<file path="src/rtl/pool_reader_pkg.sv">
// Shared definitions for the 2x2/stride-2 max-pool reader: parameter defaults,
// FSM state encoding and the window-word offsets.
package pool_pkg;

  localparam int DIM_IN_DFLT = 32;
  localparam int CH_DFLT     = 32;
  localparam int ADDR_W_DFLT = 16;

  typedef enum logic [2:0] {
    S_IDLE,
    S_FETCH,
    S_WAIT,
    S_OUT,
    S_DONE
  } state_e;

  // Bit k gives (dy,dx) of window word k: (0,0), (0,1), (1,0), (1,1).
  localparam logic [3:0] WIN_DY = 4'b1100;
  localparam logic [3:0] WIN_DX = 4'b1010;

  function automatic logic signed [7:0] smax(input logic signed [7:0] a,
                                             input logic signed [7:0] b);
    return ($signed(a) > $signed(b)) ? a : b;
  endfunction

endpackage

</file>
<file path="src/rtl/pool_reader_if.sv">
// Read bus to the conv output RAM plus the pooled-sample valid/ready stream.
interface pool_reader_if #(
  parameter int ADDR_W = 16
);

  logic               mem_rd;
  logic [ADDR_W-1:0]  mem_addr;
  logic signed [7:0]  mem_rdata;
  logic               out_valid;
  logic               out_ready;
  logic signed [7:0]  out_data;
  logic [ADDR_W-1:0]  out_addr;

  modport master (
    output mem_rd,
    output mem_addr,
    input  mem_rdata,
    output out_valid,
    input  out_ready,
    output out_data,
    output out_addr
  );

  modport slave (
    input  mem_rd,
    input  mem_addr,
    output mem_rdata,
    input  out_valid,
    output out_ready,
    input  out_data,
    input  out_addr
  );

endinterface

</file>
<file path="src/rtl/pool_reader_addr_gen.sv">
// Output row/col/channel and window-word counters, with combinational read
// and destination addresses derived from them.
module pool_addr_gen
  import pool_pkg::*;
#(
  parameter int DIM_IN = DIM_IN_DFLT,
  parameter int CH     = CH_DFLT,
  parameter int ADDR_W = ADDR_W_DFLT
) (
  input  logic              clk,
  input  logic              reset,
  input  logic              clr,
  input  logic              step_k,
  input  logic              step_out,
  output logic [1:0]        k,
  output logic [ADDR_W-1:0] mem_addr,
  output logic [ADDR_W-1:0] out_addr,
  output logic              last_k,
  output logic              last_out
);

  localparam int HALF = DIM_IN / 2;
  localparam int PW   = (HALF > 1) ? $clog2(HALF) : 1;
  localparam int CW   = (CH > 1) ? $clog2(CH) : 1;

  logic [PW-1:0] r_q, r_d, c_q, c_d;
  logic [CW-1:0] ch_q, ch_d;
  logic [1:0]    k_q, k_d;
  logic          last_ch, last_c, last_r;
  logic [ADDR_W-1:0] row, col;

  assign last_ch  = (ch_q == CW'(CH - 1));
  assign last_c   = (c_q == PW'(HALF - 1));
  assign last_r   = (r_q == PW'(HALF - 1));
  assign last_k   = (k_q == 2'd3);
  assign last_out = last_ch && last_c && last_r;
  assign k        = k_q;

  always_ff @(posedge clk or negedge reset) begin
    if (!reset) begin
      r_q  <= '0;
      c_q  <= '0;
      ch_q <= '0;
      k_q  <= '0;
    end else begin
      r_q  <= r_d;
      c_q  <= c_d;
      ch_q <= ch_d;
      k_q  <= k_d;
    end
  end

  // Channel innermost, then column, then row; everything wraps to 0 after the last output.
  always_comb begin
    r_d  = r_q;
    c_d  = c_q;
    ch_d = ch_q;
    k_d  = k_q;
    if (clr) begin
      r_d  = '0;
      c_d  = '0;
      ch_d = '0;
      k_d  = '0;
    end else begin
      if (step_k) k_d = k_q + 2'd1;
      if (step_out) begin
        if (last_ch) begin
          ch_d = '0;
          if (last_c) begin
            c_d = '0;
            r_d = last_r ? '0 : r_q + PW'(1);
          end else begin
            c_d = c_q + PW'(1);
          end
        end else begin
          ch_d = ch_q + CW'(1);
        end
      end
    end
  end

  always_comb begin
    row      = ADDR_W'({r_q, 1'b0}) + ADDR_W'(WIN_DY[k_q]);
    col      = ADDR_W'({c_q, 1'b0}) + ADDR_W'(WIN_DX[k_q]);
    mem_addr = ADDR_W'(ch_q) + (row * ADDR_W'(DIM_IN) + col) * ADDR_W'(CH);
    out_addr = ADDR_W'(ch_q)
             + (ADDR_W'(r_q) * ADDR_W'(HALF) + ADDR_W'(c_q)) * ADDR_W'(CH);
  end

endmodule

</file>
<file path="src/rtl/pool_reader.sv">
// Walks the conv output buffer in 2x2 windows and streams the signed max of
// each window, one channel at a time, over a valid/ready handshake.
module pool_reader
  import pool_pkg::*;
#(
  parameter int DIM_IN = DIM_IN_DFLT,
  parameter int CH     = CH_DFLT,
  parameter int ADDR_W = ADDR_W_DFLT
) (
  input  logic          clk,
  input  logic          reset,
  input  logic          start,
  output logic          busy,
  output logic          done,
  pool_reader_if.master bus
);

  state_e            state_q, state_d;
  logic signed [7:0] max_q, max_d;
  logic              clr, step_k, step_out, last_k, last_out;
  logic [1:0]        k;
  logic [ADDR_W-1:0] mem_addr, out_addr;

  pool_addr_gen #(
    .DIM_IN (DIM_IN),
    .CH     (CH),
    .ADDR_W (ADDR_W)
  ) u_addr_gen (
    .clk      (clk),
    .reset    (reset),
    .clr      (clr),
    .step_k   (step_k),
    .step_out (step_out),
    .k        (k),
    .mem_addr (mem_addr),
    .out_addr (out_addr),
    .last_k   (last_k),
    .last_out (last_out)
  );

  always_ff @(posedge clk or negedge reset) begin
    if (!reset) begin
      state_q <= S_IDLE;
      max_q   <= '0;
    end else begin
      state_q <= state_d;
      max_q   <= max_d;
    end
  end

  // Read data lags the strobe by one cycle: FETCH k=1 sees word 0, WAIT sees word 3.
  always_comb begin
    state_d  = state_q;
    max_d    = max_q;
    clr      = 1'b0;
    step_k   = 1'b0;
    step_out = 1'b0;
    unique case (state_q)
      S_IDLE: begin
        if (start) begin
          clr     = 1'b1;
          state_d = S_FETCH;
        end
      end
      S_FETCH: begin
        step_k = 1'b1;
        if (k == 2'd1)      max_d = bus.mem_rdata;
        else if (k != 2'd0) max_d = smax(max_q, bus.mem_rdata);
        if (last_k) state_d = S_WAIT;
      end
      S_WAIT: begin
        max_d   = smax(max_q, bus.mem_rdata);
        state_d = S_OUT;
      end
      S_OUT: begin
        if (bus.out_ready) begin
          step_out = 1'b1;
          state_d  = last_out ? S_DONE : S_FETCH;
        end
      end
      S_DONE:  state_d = S_IDLE;
      default: state_d = S_IDLE;
    endcase
  end

  assign busy          = (state_q != S_IDLE);
  assign done          = (state_q == S_DONE);
  assign bus.mem_rd    = (state_q == S_FETCH);
  assign bus.mem_addr  = mem_addr;
  assign bus.out_valid = (state_q == S_OUT);
  assign bus.out_data  = max_q;
  assign bus.out_addr  = out_addr;

endmodule
</file>
<file path="src/flat_wrapper.sv">
// flat-port wrapper written by rule: the top's interface ports become plain ports
module pool_reader_flat import pool_pkg::*;
#(
  parameter int DIM_IN = DIM_IN_DFLT,
  parameter int CH     = CH_DFLT,
  parameter int ADDR_W = ADDR_W_DFLT
)
  (clk, reset, start, busy, done, bus_mem_rd, bus_mem_addr, bus_mem_rdata, bus_out_valid, bus_out_ready, bus_out_data, bus_out_addr);
  pool_reader_if #(.ADDR_W(ADDR_W)) bus_i ();
  input  logic clk;
  input  logic reset;
  input  logic start;
  output logic busy;
  output logic done;
  output wire logic [$bits(bus_i.mem_rd)-1:0] bus_mem_rd;
  output wire logic [$bits(bus_i.mem_addr)-1:0] bus_mem_addr;
  input wire logic [$bits(bus_i.mem_rdata)-1:0] bus_mem_rdata;
  output wire logic [$bits(bus_i.out_valid)-1:0] bus_out_valid;
  input wire logic [$bits(bus_i.out_ready)-1:0] bus_out_ready;
  output wire logic [$bits(bus_i.out_data)-1:0] bus_out_data;
  output wire logic [$bits(bus_i.out_addr)-1:0] bus_out_addr;
  assign bus_mem_rd = bus_i.mem_rd;
  assign bus_mem_addr = bus_i.mem_addr;
  assign bus_i.mem_rdata = bus_mem_rdata;
  assign bus_out_valid = bus_i.out_valid;
  assign bus_i.out_ready = bus_out_ready;
  assign bus_out_data = bus_i.out_data;
  assign bus_out_addr = bus_i.out_addr;
  pool_reader #(.DIM_IN(DIM_IN), .CH(CH), .ADDR_W(ADDR_W)) u_core (.clk(clk), .reset(reset), .start(start), .busy(busy), .done(done), .bus(bus_i));
endmodule
</file>
<file path="config.mk">
export PLATFORM = sky130hd
export DESIGN_NAME = pool_reader_flat
export DESIGN_NICKNAME = d
export VERILOG_FILES = /design/src/rtl/pool_reader_pkg.sv /design/src/rtl/pool_reader_if.sv /design/src/rtl/pool_reader_addr_gen.sv /design/src/rtl/pool_reader.sv /design/src/flat_wrapper.sv
export SDC_FILE = /design/constraint.sdc
export NUM_CORES = 1
export LEC_CHECK = 0
export ABC_CLOCK_PERIOD_IN_PS = 5000
export BUFFER_PORTS_ARGS = -buffer_cell sky130_fd_sc_hd__buf_2
export CORE_AREA = 2 2 74 76
export CTS_CLUSTER_DIAMETER = 60
export CTS_CLUSTER_SIZE = 20
export DETAILED_ROUTE_END_ITERATION = 8
export DIE_AREA = 0 0 76 78
export PLACE_DENSITY = 0.64
export RECOVER_POWER = 25
export SYNTH_ARGS = -nofsm -noshare
export SYNTH_HDL_FRONTEND = slang
export SYNTH_SLANG_ARGS = --single-unit
</file>
<file path="constraint.sdc">
create_clock -name clk -period 5 [get_ports clk]
set_input_delay 1 -clock clk [delete_from_list [all_inputs] [get_ports clk]]
set_output_delay 1 -clock clk [all_outputs]
set_load 0.005 [all_outputs]
</file>
==> run_summary.xml, run 1 <==
<?xml version="1.0" encoding="UTF-8"?>
<metrics>
  <group name="status">
    <metric name="run_status" unit="">finished, final reports clean</metric>
  </group>
  <group name="global_routing">
    <metric name="grt_first_pass_wirelength" unit="um">6860</metric>
    <metric name="global_route.overflow_total" unit="">0</metric>
    <metric name="antenna_found_initial" unit="">0</metric>
    <metric name="grt_pass1_vias" unit="">1457</metric>
    <metric name="global_route.usage.total" unit="%">13.9</metric>
    <metric name="grt_start_max_net_pins" unit="">27</metric>
  </group>
  <group name="clocking">
    <metric name="clockRootBuffer" unit="">clkbuf_8</metric>
    <metric name="cts_repair_resize_count" unit="">0</metric>
    <metric name="cts-root-to-sink-buffers" unit="">2</metric>
    <metric name="ctsHtreeMaxLevel" unit="">1</metric>
    <metric name="clock_latency" unit="ps">270</metric>
    <metric name="cts.repair_timing.setup_buffer_count" unit="">0</metric>
    <metric name="tritoncts_clock_tree" unit="">built</metric>
    <metric name="clk_pin_slew" unit="ps">90</metric>
    <metric name="cts_made_buffers" unit="">3</metric>
    <metric name="cts.sinks" unit="">26</metric>
    <metric name="cts.hold.buffers_added" unit="">0</metric>
  </group>
  <group name="finish">
    <metric name="utilization" unit="%">43.7</metric>
    <metric name="layout.cells.most_common" unit="">buf_2</metric>
    <metric name="drive_gt1_share" unit="%">25.0</metric>
    <metric name="final_nets" unit="">280</metric>
    <metric name="antenna_cells" unit="">0</metric>
    <metric name="area_growth" unit="%">11.4</metric>
    <metric name="finalInstanceArea" unit="sq mm">0.00220</metric>
    <metric name="mostFrequentLayoutCells" unit="">buf_2, nand2_1, dfrtp_1</metric>
  </group>
  <group name="synth">
    <metric name="synth_edf_count" unit="">0</metric>
    <metric name="synth_fa_ha_area_share" unit="%">9.49</metric>
    <metric name="synthXorXnorAreaFrac" unit="%">1.33</metric>
    <metric name="synth_top_family_by_area" unit="">simple AND/OR/NAND/NOR gates</metric>
    <metric name="compound_gate_portion_of_the_synthesized_area" unit="%">17.9</metric>
    <metric name="postSynth.asyncResetShare" unit="%">100</metric>
    <metric name="yosys.area_share.simple" unit="%">23.9</metric>
    <metric name="yosys_warnings" unit="">0</metric>
    <metric name="ys_ff_latch" unit="">26</metric>
    <metric name="synth_area" unit="sq mm">0.00198</metric>
    <metric name="synth_top_flop_cell" unit="">dfrtp_1</metric>
    <metric name="synthesis.instances" unit="">221</metric>
    <metric name="synth.distinct_cells" unit="">46</metric>
    <metric name="multiplexer_area_fraction_after_synthesis" unit="%">1.01</metric>
    <metric name="avgSynthCellArea" unit="sq um">8.95</metric>
    <metric name="sequential_share_of_the_synthesized_area" unit="%">32.9</metric>
  </group>
  <group name="sta">
    <metric name="final_period_minus_worst_setup_slack" unit="ps">2580</metric>
    <metric name="finalSetupTns" unit="ps">0</metric>
    <metric name="max_slew.worst_pin.slew" unit="ps">1350</metric>
    <metric name="slew_headroom" unit="%">10.0</metric>
    <metric name="timing.final.max_slew_violations" unit="">0</metric>
    <metric name="finClkSkew" unit="ps">3.67</metric>
    <metric name="final-setup-viol-count" unit="">0</metric>
    <metric name="grt_setup_unrepaired" unit="">no</metric>
    <metric name="whs" unit="ps">533</metric>
    <metric name="finalHoldViolCount" unit="">0</metric>
    <metric name="maxClockFrequency" unit="GHz">0.388</metric>
    <metric name="finalCritPeriodShare" unit="%">51.6</metric>
  </group>
  <group name="worst_setup_path">
    <metric name="reg2reg_from" unit="">u_core.u_addr_gen.k[0]$_DFFE_PN0P_</metric>
    <metric name="rr_endpoint" unit="">u_core.bus.out_data[7]$_DFFE_PN0P_</metric>
    <metric name="critical_path_required" unit="ps">5150</metric>
    <metric name="path_class" unit="">input pin to flip-flop</metric>
    <metric name="worst_setup_path_end_kind" unit="">flip-flop</metric>
    <metric name="worstPathArrival" unit="ps">2730</metric>
    <metric name="timing.critical_path.fanout_max" unit="">9</metric>
    <metric name="worstRegToRegCells" unit="">7</metric>
    <metric name="worst-r2r-setup-slack" unit="ps">2780</metric>
    <metric name="cp_launch_type" unit="">input pin</metric>
  </group>
  <group name="drt">
    <metric name="detail_route.first_pass.iterations" unit="">4</metric>
    <metric name="drc_violations_left" unit="">0</metric>
    <metric name="route.detailed.wl_per_inst" unit="um">12.5</metric>
    <metric name="dr.first_iter.drc_count" unit="">68</metric>
    <metric name="routed_via_density" unit="">4.99</metric>
    <metric name="detailroute.via_count" unit="">1608</metric>
    <metric name="routed_wirelength" unit="um">4040</metric>
    <metric name="antenna_violating_nets_post_route" unit="">0</metric>
  </group>
  <group name="floorplanning">
    <metric name="boundaryPins" unit="">56</metric>
    <metric name="num_rows" unit="">26</metric>
    <metric name="core_area" unit="sq mm">0.00504</metric>
    <metric name="design.die.area" unit="sq mm">0.00593</metric>
    <metric name="die-height" unit="um">78</metric>
    <metric name="initial_core_util" unit="%">39.2</metric>
    <metric name="fp.dieW" unit="um">76</metric>
  </group>
  <group name="placed_design">
    <metric name="detailedPlacementHpwl" unit="um">3090</metric>
    <metric name="number_of_port_buffers" unit="">51</metric>
    <metric name="postPlaceCellArea" unit="sq mm">0.00213</metric>
    <metric name="gp_congestion" unit="">0.835</metric>
  </group>
  <group name="job">
    <metric name="max_cap_violations" unit="">0</metric>
  </group>
  <group name="power">
    <metric name="power.leakage" unit="nW">1.17</metric>
    <metric name="irDropWorstVdd" unit="uV">266</metric>
    <metric name="power.density" unit="mW/mm^2">534</metric>
    <metric name="totalPowerFinal" unit="mW">1.18</metric>
  </group>
  <group name="worst_hold_path">
    <metric name="hold_path_depth" unit="">1</metric>
    <metric name="worstHoldEndpoint" unit="">u_core.u_addr_gen.ch_q[3]$_DFFE_PN0P_</metric>
    <metric name="hold_path.startpoint" unit="">u_core.u_addr_gen.ch_q[3]$_DFFE_PN0P_</metric>
    <metric name="holdCritPathClass" unit="">flip-flop to flip-flop</metric>
  </group>
</metrics>
[per-layer routing]
metal / track usage (%) / share of wire (%) / wire length [um]
met5: 0 / 0 / 0
met4: 3.27 / 0.47 / 19
met3: 2.91 / 4.9 / 198
met2: 22.4 / 44 / 1790
met1: 19.3 / 50 / 2030
[power by group]
group	internal [mW]	total, mW	switching [mW]
logic	0.304	0.646	0.342
registers	0.271	0.358	0.0875
clock network	0.107	0.172	0.0649
[final cells by class]
class / count / area [sq um]
fillers: 517 / 2840
repair buffers: 52 / 262
multi-input cells: 155 / 1080
clock inverters: 1 / 30.0
clock buffers: 3 / 41.3
well taps: 70 / 87.6
inverters: 15 / 56.3
flip-flops and latches: 26 / 651
[critical path, cell delays in order]
cell and delay, ps:
buf_2 100, inv_1 40, ha_1 270, a21o_1 190, a2111oi_4 620, nor2b_4 130
a221o_1 380
[cell families (layout without fill, tap and decap cells)]
| family | after synthesis | count (layout) |
|---|---|---|
| and+or+nand+nor | 89 | 89 |
| AOI/OAI and AO/OA | 42 | 42 |
| buffers and inverters | 43 | 71 |
| adders and majority gates | 15 | 15 |
| muxes | 2 | 2 |
| xor gates and xnor gates | 3 | 3 |
| DFF | 26 | 26 |
| other | 1 | 4 |
[cells in the mapped netlist, types with 3 or more instances]
cell	count	area [sq um]
buf_4	19	143
ha_1	15	188
nand3_1	10	50.1
nand2_1	30	113
inv_1	15	56.3
dfrtp_1	26	651
o21ai_0	4	20.0
a21oi_1	10	50.1
and3_1	12	75.1
o221ai_1	8	70.1
nor2_1	17	63.8
a221o_1	8	80.1
buf_2	6	30.0
buf_6	3	33.8
[worst max-delay path by stage]
stage	start	slack [ps]	cells after the start	to
floorplan	bus_mem_rdata[3]	2350	9	u_core.bus.out_data[0]$_DFFE_PN0P_
global placement	bus_mem_rdata[5]	2210	7	u_core.bus.out_data[0]$_DFFE_PN0P_
detailed placement	bus_mem_rdata[5]	2130	7	u_core.bus.out_data[7]$_DFFE_PN0P_
CTS	bus_mem_rdata[5]	2410	7	u_core.bus.out_data[7]$_DFFE_PN0P_
global route	bus_mem_rdata[5]	2300	7	u_core.bus.out_data[7]$_DFFE_PN0P_
finish	bus_mem_rdata[5]	2420	7	u_core.bus.out_data[7]$_DFFE_PN0P_
[flip-flops by register name, indices dropped and copies added (netlist names)]
signal	cells
u_core.u_addr_gen.k	2
u_core.bus.out_data	8
u_core.state_q	3
u_core.u_addr_gen.c_q	4
u_core.u_addr_gen.ch_q	5
u_core.u_addr_gen.r_q	4
[through the flow]
stage | instances | setup WS (ps)
final | 322 | 2420
after global routing | 322 | 2300
after CTS | 322 | 2410
after detailed placement | 318 | 2130
after global placement | 318 | 2210
after floorplan | 224 | 2350
No activity file was read; power rests on OpenSTA's default activity.
==> run 2, diff against run 1 <==
Settings changed: ABC_CLOCK_PERIOD_IN_PS 5000 to 2600.
Clock period 5 ns to 2.6 ns, I/O delays scaled along.
==> run 2 against run 1 <==
  * Sequential power rose by 91%
  * Wire length grew 5.4%
  * Largest cell class unchanged
  * Critical endpoint is now u_core.bus.out_data[4]$_DFFE_PN0P_
  * Flip-flop and latch count is the same
  * Largest power group unchanged
  * Clock power is 32% higher
==> run_summary.xml, run 2 (synthesis gave the netlist of run 1 again) <==
<?xml version="1.0" encoding="UTF-8"?>
<metrics>
  <group name="status">
    <metric name="run_status" unit="">finished, final reports clean</metric>
  </group>
  <group name="clocking">
    <metric name="cts.repair_timing.setup_buffer_count" unit="">0</metric>
    <metric name="clockRootBuffer" unit="">clkbuf_8</metric>
    <metric name="cts.sinks" unit="">26</metric>
    <metric name="cts.hold.buffers_added" unit="">0</metric>
    <metric name="clk_pin_slew" unit="ps">90</metric>
    <metric name="cts-root-to-sink-buffers" unit="">2</metric>
    <metric name="clock_latency" unit="ps">270</metric>
    <metric name="ctsHtreeMaxLevel" unit="">1</metric>
    <metric name="tritoncts_clock_tree" unit="">built</metric>
    <metric name="cts_repair_resize_count" unit="">0</metric>
    <metric name="cts_made_buffers" unit="">3</metric>
  </group>
  <group name="finish">
    <metric name="finalInstanceArea" unit="sq mm">0.00219</metric>
    <metric name="area_growth" unit="%">10.6</metric>
    <metric name="mostFrequentLayoutCells" unit="">buf_2, nand2_1, dfrtp_1</metric>
    <metric name="drive_gt1_share" unit="%">25.3</metric>
    <metric name="layout.filler_cells" unit="">507</metric>
    <metric name="antenna_cells" unit="">0</metric>
    <metric name="utilization" unit="%">43.4</metric>
    <metric name="final_nets" unit="">282</metric>
    <metric name="layout.cells.most_common" unit="">buf_2</metric>
    <metric name="max_ffs_per_register" unit="">8</metric>
  </group>
  <group name="drt">
    <metric name="wl_met1" unit="um">2030</metric>
    <metric name="route.met3.wl" unit="um">221</metric>
    <metric name="detail_route.first_pass.iterations" unit="">4</metric>
    <metric name="routed_wirelength" unit="um">4260</metric>
    <metric name="antenna_violating_nets_post_route" unit="">0</metric>
    <metric name="routed_via_density" unit="">5.11</metric>
    <metric name="dr.first_iter.drc_count" unit="">61</metric>
    <metric name="route.detailed.wl_per_inst" unit="um">13.2</metric>
    <metric name="drc_violations_left" unit="">0</metric>
    <metric name="top_signal_layer_used" unit="">met4</metric>
    <metric name="met2_wirelength" unit="um">1940</metric>
    <metric name="detailroute.via_count" unit="">1651</metric>
  </group>
  <group name="worst_setup_path">
    <metric name="worst-r2r-setup-slack" unit="ps">490</metric>
    <metric name="path_class" unit="">flip-flop to flip-flop</metric>
    <metric name="critical_path_required" unit="ps">2760</metric>
    <metric name="timing.critical_path.fanout_max" unit="">16</metric>
    <metric name="cp_launch_type" unit="">flip-flop</metric>
    <metric name="worst_setup_path_end_kind" unit="">flip-flop</metric>
    <metric name="crit_buf_inv" unit="">0</metric>
    <metric name="worstRegToRegCells" unit="">5</metric>
    <metric name="timing.critical_path.max_delay_family" unit="">compound AO/OA/AOI/OAI gates</metric>
    <metric name="critical-path-max-stage-delay" unit="ps">500</metric>
    <metric name="reg2reg_from" unit="">u_core.bus.out_data[6]$_DFFE_PN0P_</metric>
    <metric name="rr_endpoint" unit="">u_core.bus.out_data[4]$_DFFE_PN0P_</metric>
    <metric name="worstPathArrival" unit="ps">2270</metric>
    <metric name="slowest_cell_on_crit_path" unit="">a21bo_1</metric>
    <metric name="timing.critical_path.cells" unit="">ha_1, and3_2, a21bo_1, o221ai_1, a221o_1</metric>
  </group>
  <group name="power">
    <metric name="irDropWorstVdd" unit="uV">503</metric>
    <metric name="power.share.combinational" unit="%">58.7</metric>
    <metric name="clockPowerShare" unit="%">10.3</metric>
    <metric name="seq_power_share" unit="%">31.0</metric>
    <metric name="power.leakage" unit="nW">1.17</metric>
    <metric name="power.density" unit="mW/mm^2">1010</metric>
    <metric name="internal_power" unit="mW">1.23</metric>
    <metric name="power.switching_fraction" unit="%">44.1</metric>
    <metric name="power_switching" unit="mW">0.974</metric>
  </group>
  <group name="global_routing">
    <metric name="grt_start_max_net_pins" unit="">27</metric>
    <metric name="global_route.usage.total" unit="%">15.4</metric>
    <metric name="antenna_found_initial" unit="">0</metric>
    <metric name="grt_pass1_vias" unit="">1604</metric>
    <metric name="grt_first_pass_wirelength" unit="um">7490</metric>
    <metric name="global_route.overflow_total" unit="">0</metric>
  </group>
  <group name="sta">
    <metric name="finClkSkew" unit="ps">2.37</metric>
    <metric name="finalSetupTns" unit="ps">0</metric>
    <metric name="slew_headroom" unit="%">6.04</metric>
    <metric name="final-setup-viol-count" unit="">0</metric>
    <metric name="final_period_minus_worst_setup_slack" unit="ps">2110</metric>
    <metric name="finalCritPeriodShare" unit="%">81.3</metric>
    <metric name="max_slew.worst_pin.slew" unit="ps">1410</metric>
    <metric name="grt_setup_unrepaired" unit="">no</metric>
    <metric name="maxClockFrequency" unit="GHz">0.473</metric>
    <metric name="timing.final.max_slew_violations" unit="">0</metric>
    <metric name="timing.final.ws_setup" unit="ps">485</metric>
    <metric name="finalHoldViolCount" unit="">0</metric>
  </group>
  <group name="worst_hold_path">
    <metric name="hold_path.startpoint" unit="">u_core.u_addr_gen.ch_q[3]$_DFFE_PN0P_</metric>
    <metric name="holdCritPathClass" unit="">flip-flop to flip-flop</metric>
    <metric name="hold_path_depth" unit="">1</metric>
    <metric name="worstHoldEndpoint" unit="">u_core.u_addr_gen.ch_q[3]$_DFFE_PN0P_</metric>
  </group>
  <group name="placed_design">
    <metric name="number_of_port_buffers" unit="">51</metric>
    <metric name="postPlaceCellArea" unit="sq mm">0.00215</metric>
    <metric name="pre_cts_slack" unit="ps">290</metric>
    <metric name="detailedPlacementHpwl" unit="um">3180</metric>
    <metric name="gp_congestion" unit="">0.865</metric>
  </group>
  <group name="floorplanning">
    <metric name="num_rows" unit="">26</metric>
    <metric name="die-height" unit="um">78</metric>
    <metric name="initial_core_util" unit="%">39.2</metric>
    <metric name="fp.dieW" unit="um">76</metric>
    <metric name="design.die.area" unit="sq mm">0.00593</metric>
    <metric name="core_area" unit="sq mm">0.00504</metric>
    <metric name="boundaryPins" unit="">56</metric>
  </group>
  <group name="job">
    <metric name="max_cap_violations" unit="">0</metric>
  </group>
</metrics>
==> run 2: layout make-up <==
class	instances	area (sq um)	share of cell area [%]
multi-input cells	155	1080	49.2
flip-flops and latches	26	651	29.7
repair buffers	54	277	12.6
well taps	70	87.6	4.00
inverters	15	56.3	2.57
clock buffers	3	41.3	1.89
==> run 2: routing by layer <==
metal / track usage, % / up-vias
li1: - / 825
met1: 19.9 / 771
met2: 25.5 / 51
met3: 3.26 / 4
met4: 5.64 / 0
met5: 0 / -
==> run 2: power groups by stage <==
stage               clock, mW  combinational [mW]  sequential, mW
floorplan                   0                1.08           0.642
global placement            0                1.28           0.692
detailed placement          0                1.32           0.688
CTS                     0.238                1.31           0.686
global route            0.249                1.47           0.715
finish                  0.227                1.30           0.685
==> run 2: worst max-delay path by stage <==
stage                                            start                            endpoint  slack [ps]  cells past startpoint
floorplan                             bus_mem_rdata[3]  u_core.bus.out_data[0]$_DFFE_PN0P_         430                      9
global placement                      bus_mem_rdata[3]  u_core.bus.out_data[6]$_DFFE_PN0P_         370                      8
detailed placement                    bus_mem_rdata[6]  u_core.bus.out_data[4]$_DFFE_PN0P_         290                      7
CTS                 u_core.bus.out_data[6]$_DFFE_PN0P_  u_core.bus.out_data[4]$_DFFE_PN0P_         480                      5
global route        u_core.bus.out_data[6]$_DFFE_PN0P_  u_core.bus.out_data[1]$_DFFE_PN0P_         310                      5
finish              u_core.bus.out_data[6]$_DFFE_PN0P_  u_core.bus.out_data[4]$_DFFE_PN0P_         490                      5
==> run 2: stage by stage <==
stage | total power [mW] | hold WS [ps] | instances
3_5_place_dp | 2.00 | 525 | 320
2_1_floorplan | 1.72 | 224 | 224
5_1_grt | 2.44 | 582 | 323
3_3_place_gp | 1.97 | 507 | 320
4_1_cts | 2.23 | 261 | 323
6_report | 2.21 | 531 | 323
==> run 3, diff against run 2 <==
Settings changed: ABC_AREA set to 1, ABC_CLOCK_PERIOD_IN_PS 2600 to 1760, CORE_AREA 2 2 74 76 to 2 2 69 71, DIE_AREA 0 0 76 78 to 0 0 71 73, PLACE_DENSITY 0.64 to 0.68.
Clock period 2.6 ns to 1.76 ns, I/O delays scaled along.
==> run 3 against run 2 <==
  * Sequential power is 55% higher
  * Critical path depth up 8
  * Synthesized cell count decreased by 5.4%
  * Wire length is 18% lower
  * Maximum frequency rose by 28%
  * Cell area down 6.2%
  * Area after synthesis decreased by 14%
  * Setup slack got worse by 370 ps
  * Non-clock buffer count is 5 higher
  * Critical endpoint is now u_core.bus.out_data[6]$_DFFE_PN0P_
  * Highest routed layer unchanged
==> run_summary.xml, run 3 <==
<?xml version="1.0" encoding="UTF-8"?>
<metrics>
  <group name="finish">
    <metric name="final_nets" unit="">286</metric>
    <metric name="drive_gt1_share" unit="%">30.6</metric>
    <metric name="seqCellArea" unit="sq um">651</metric>
    <metric name="multiInputGateArea" unit="sq um">857</metric>
    <metric name="layout.cells.most_common" unit="">nand2_1</metric>
    <metric name="utilization" unit="%">45.3</metric>
    <metric name="max_ffs_per_register" unit="">8</metric>
    <metric name="mostFrequentLayoutCells" unit="">nand2_1, buf_2, inv_1</metric>
    <metric name="layout.filler_cells" unit="">453</metric>
    <metric name="area_growth" unit="%">21.4</metric>
    <metric name="antenna_cells" unit="">0</metric>
  </group>
  <group name="clocking">
    <metric name="cts.sinks" unit="">26</metric>
    <metric name="cts-root-to-sink-buffers" unit="">2</metric>
    <metric name="cts_made_buffers" unit="">3</metric>
    <metric name="ctsHtreeMaxLevel" unit="">1</metric>
    <metric name="clock_latency" unit="ps">270</metric>
    <metric name="tritoncts_clock_tree" unit="">built</metric>
    <metric name="clockRootBuffer" unit="">clkbuf_8</metric>
    <metric name="clk_pin_slew" unit="ps">90</metric>
  </group>
  <group name="drt">
    <metric name="detail_route.first_pass.iterations" unit="">4</metric>
    <metric name="route.detailed.wl_per_inst" unit="um">11.2</metric>
    <metric name="routed_via_density" unit="">4.75</metric>
    <metric name="routed_wirelength" unit="um">3500</metric>
    <metric name="dr.first_iter.drc_count" unit="">65</metric>
    <metric name="antenna_violating_nets_post_route" unit="">0</metric>
    <metric name="detailroute.via_count" unit="">1482</metric>
    <metric name="drc_violations_left" unit="">0</metric>
  </group>
  <group name="synth">
    <metric name="yosysMostFrequentCell" unit="">nand2_1</metric>
    <metric name="synth_area" unit="sq mm">0.00169</metric>
    <metric name="synth_edf_count" unit="">0</metric>
    <metric name="sequential_share_of_the_synthesized_area" unit="%">38.5</metric>
    <metric name="synth.area.top_cells" unit="">dfrtp_1, nand2_1, ha_1, buf_4, inv_1</metric>
    <metric name="synthesis.instances" unit="">209</metric>
    <metric name="yosys_warnings" unit="">0</metric>
    <metric name="ys_ff_latch" unit="">26</metric>
    <metric name="yosysTopAreaCell" unit="">dfrtp_1</metric>
    <metric name="synth.top_cells.by_count" unit="">nand2_1, inv_1, dfrtp_1</metric>
    <metric name="avgSynthCellArea" unit="sq um">8.09</metric>
    <metric name="synth_top_flop_cell" unit="">dfrtp_1</metric>
    <metric name="postSynth.asyncResetShare" unit="%">100</metric>
    <metric name="synth_top_area_share" unit="%">38.5</metric>
    <metric name="synth.distinct_cells" unit="">27</metric>
  </group>
  <group name="global_routing">
    <metric name="grt_first_pass_wirelength" unit="um">5810</metric>
    <metric name="grt-busiest-layer" unit="">met2</metric>
    <metric name="grt.met1_usage" unit="%">17.6</metric>
    <metric name="global_route.usage.total" unit="%">13.9</metric>
    <metric name="antenna_found_initial" unit="">0</metric>
    <metric name="grt_pass1_vias" unit="">1374</metric>
    <metric name="global_route.overflow_total" unit="">0</metric>
    <metric name="globalRouteMet2Util" unit="%">24.5</metric>
    <metric name="use_met3" unit="%">1.66</metric>
    <metric name="grt_start_max_net_pins" unit="">27</metric>
  </group>
  <group name="power">
    <metric name="irDropWorstVdd" unit="uV">655</metric>
    <metric name="power_switching" unit="mW">1.38</metric>
    <metric name="power.switching_fraction" unit="%">43.9</metric>
    <metric name="internal_power" unit="mW">1.77</metric>
    <metric name="clockPowerShare" unit="%">12.5</metric>
    <metric name="seq_power_share" unit="%">33.8</metric>
    <metric name="power.leakage" unit="nW">1.18</metric>
    <metric name="power.share.combinational" unit="%">53.7</metric>
    <metric name="power.density" unit="mW/mm^2">1530</metric>
  </group>
  <group name="floorplanning">
    <metric name="boundaryPins" unit="">56</metric>
    <metric name="die-height" unit="um">73</metric>
    <metric name="num_rows" unit="">25</metric>
    <metric name="initial_core_util" unit="%">37.3</metric>
    <metric name="design.die.area" unit="sq mm">0.00518</metric>
    <metric name="core_area" unit="sq mm">0.00454</metric>
    <metric name="fp.dieW" unit="um">71</metric>
  </group>
  <group name="placed_design">
    <metric name="gp_congestion" unit="">0.837</metric>
    <metric name="number_of_port_buffers" unit="">51</metric>
    <metric name="detailedPlacementHpwl" unit="um">2740</metric>
  </group>
  <group name="sta">
    <metric name="finClkSkew" unit="ps">2.19</metric>
    <metric name="final-setup-viol-count" unit="">0</metric>
    <metric name="max_slew.worst_pin.slew" unit="ps">1370</metric>
    <metric name="maxClockFrequency" unit="GHz">0.607</metric>
    <metric name="final_period_minus_worst_setup_slack" unit="ps">1650</metric>
    <metric name="whs" unit="ps">283</metric>
    <metric name="finalHoldViolCount" unit="">0</metric>
    <metric name="slew_headroom" unit="%">8.44</metric>
    <metric name="finalCritPeriodShare" unit="%">93.6</metric>
    <metric name="timing.final.max_slew_violations" unit="">0</metric>
    <metric name="grt_setup_unrepaired" unit="">yes</metric>
  </group>
  <group name="worst_setup_path">
    <metric name="worst_setup_path_end_kind" unit="">flip-flop</metric>
    <metric name="path_class" unit="">flip-flop to flip-flop</metric>
    <metric name="worstPathArrival" unit="ps">1860</metric>
    <metric name="timing.critical_path.fanout_max" unit="">8</metric>
    <metric name="cp_launch_type" unit="">flip-flop</metric>
    <metric name="critical_path_required" unit="ps">1980</metric>
  </group>
  <group name="worst_hold_path">
    <metric name="holdCritPathClass" unit="">input pin to flip-flop</metric>
  </group>
  <group name="status">
    <metric name="run_status" unit="">finished, final reports clean</metric>
  </group>
  <group name="job">
    <metric name="max_cap_violations" unit="">0</metric>
  </group>
</metrics>
[run 3: changes by cell type after synthesis, moves of 5 or more]
cell and change:
a21oi_1 -5, nor2_1 -6, o221ai_1 -8, a221o_1 -8, and3_1 -12, buf_2 -6, inv_1 +13, o21ai_0 +6
nand3_1 +9, nand2_1 +23
[run 3: power groups by stage]
stage                     Clock, mW  Combinational, mW  Sequential [mW]
after floorplan                   0               1.11             1.07
after global placement            0               1.55             1.07
after detailed placement          0               1.58             1.08
after CTS                     0.407               1.59             1.07
after global routing          0.426               1.95             1.11
final                         0.395               1.69             1.06
[run 3: cell families after synthesis]
group | Yosys count | synth area share [%]
buf+inv | 47 | 14.4
compound gates | 21 | 7.84
fa+ha+maj | 15 | 11.1
xor+xnor | 4 | 2.07
simple gates | 95 | 25.9
other cells | 1 | 0.222
flops | 26 | 38.5
[run 3: final cells by class]
cell class / count / share of cell area, %
clock buffers: 4 / 2.68
well taps: 54 / 3.29
flip-flops and latches: 26 / 31.7
multi-input cells: 140 / 41.7
repair buffers: 59 / 15.3
inverters: 29 / 5.30
[run 3: repair_timing]
item	CTS	global route
hold buffers	0	0
resized for setup	0	7
endpoints found under the setup margin	0	10
setup buffers	0	3
[run 3: per-stage QoR]
| stage | power (mW) | area, sq um | TNS (ps) | std cells | setup slack [ps] |
|---|---|---|---|---|---|
| after floorplan | 2.17 | 1700 | 0 | 212 | 216 |
| after global placement | 2.62 | 1930 | 0 | 304 | 9.63 |
| after detailed placement | 2.66 | 1930 | -28.7 | 304 | -21.7 |
| after CTS | 3.06 | 1980 | 0 | 308 | 34.1 |
| after global routing | 3.48 | 2050 | -141 | 312 | -38.0 |
| final | 3.15 | 2050 | 0 | 312 | 113 |
[run 3: worst paths after layout]
path                                                         end                                from  slack [ps]  cells past startpoint
setup reg to reg              u_core.bus.out_data[6]$_DFFE_PN0P_  u_core.bus.out_data[3]$_DFFE_PN0P_         110                     13
hold reg to reg               u_core.bus.out_data[1]$_DFFE_PN0P_  u_core.bus.out_data[1]$_DFFE_PN0P_         520                      2
min in group asynchronous     u_core.u_addr_gen.k[1]$_DFFE_PN0P_                               reset         370                      1
setup / recovery              u_core.bus.out_data[6]$_DFFE_PN0P_  u_core.bus.out_data[3]$_DFFE_PN0P_         110                     13
hold / removal                     u_core.state_q[1]$_DFFE_PN0P_                       bus_out_ready         280                      2
max in group asynchronous  u_core.u_addr_gen.ch_q[2]$_DFFE_PN0P_                               reset         590                      1
[run 3: worst max-delay path, cell delays in order (launching register included)]
cell	delay, ps
dfrtp_1	420
ha_4	280
nand2_1	60
nor2_2	130
nand2_1	70
nand3_1	70
nand2_1	50
nand2_1	50
nand2_1	50
nand2_2	90
nand2_4	80
nand2_4	110
nand2_1	50
nand2_1	70
[run 3: layer usage]
| layer | share of wire, % | routed length, um | vias to the layer above |
|---|---|---|---|
| met5 | 0 | 0 | - |
| met4 | 1.1 | 37 | 0 |
| met3 | 5.2 | 182 | 4 |
| met2 | 48 | 1680 | 46 |
| met1 | 46 | 1610 | 685 |
| li1 | - | - | 747 |
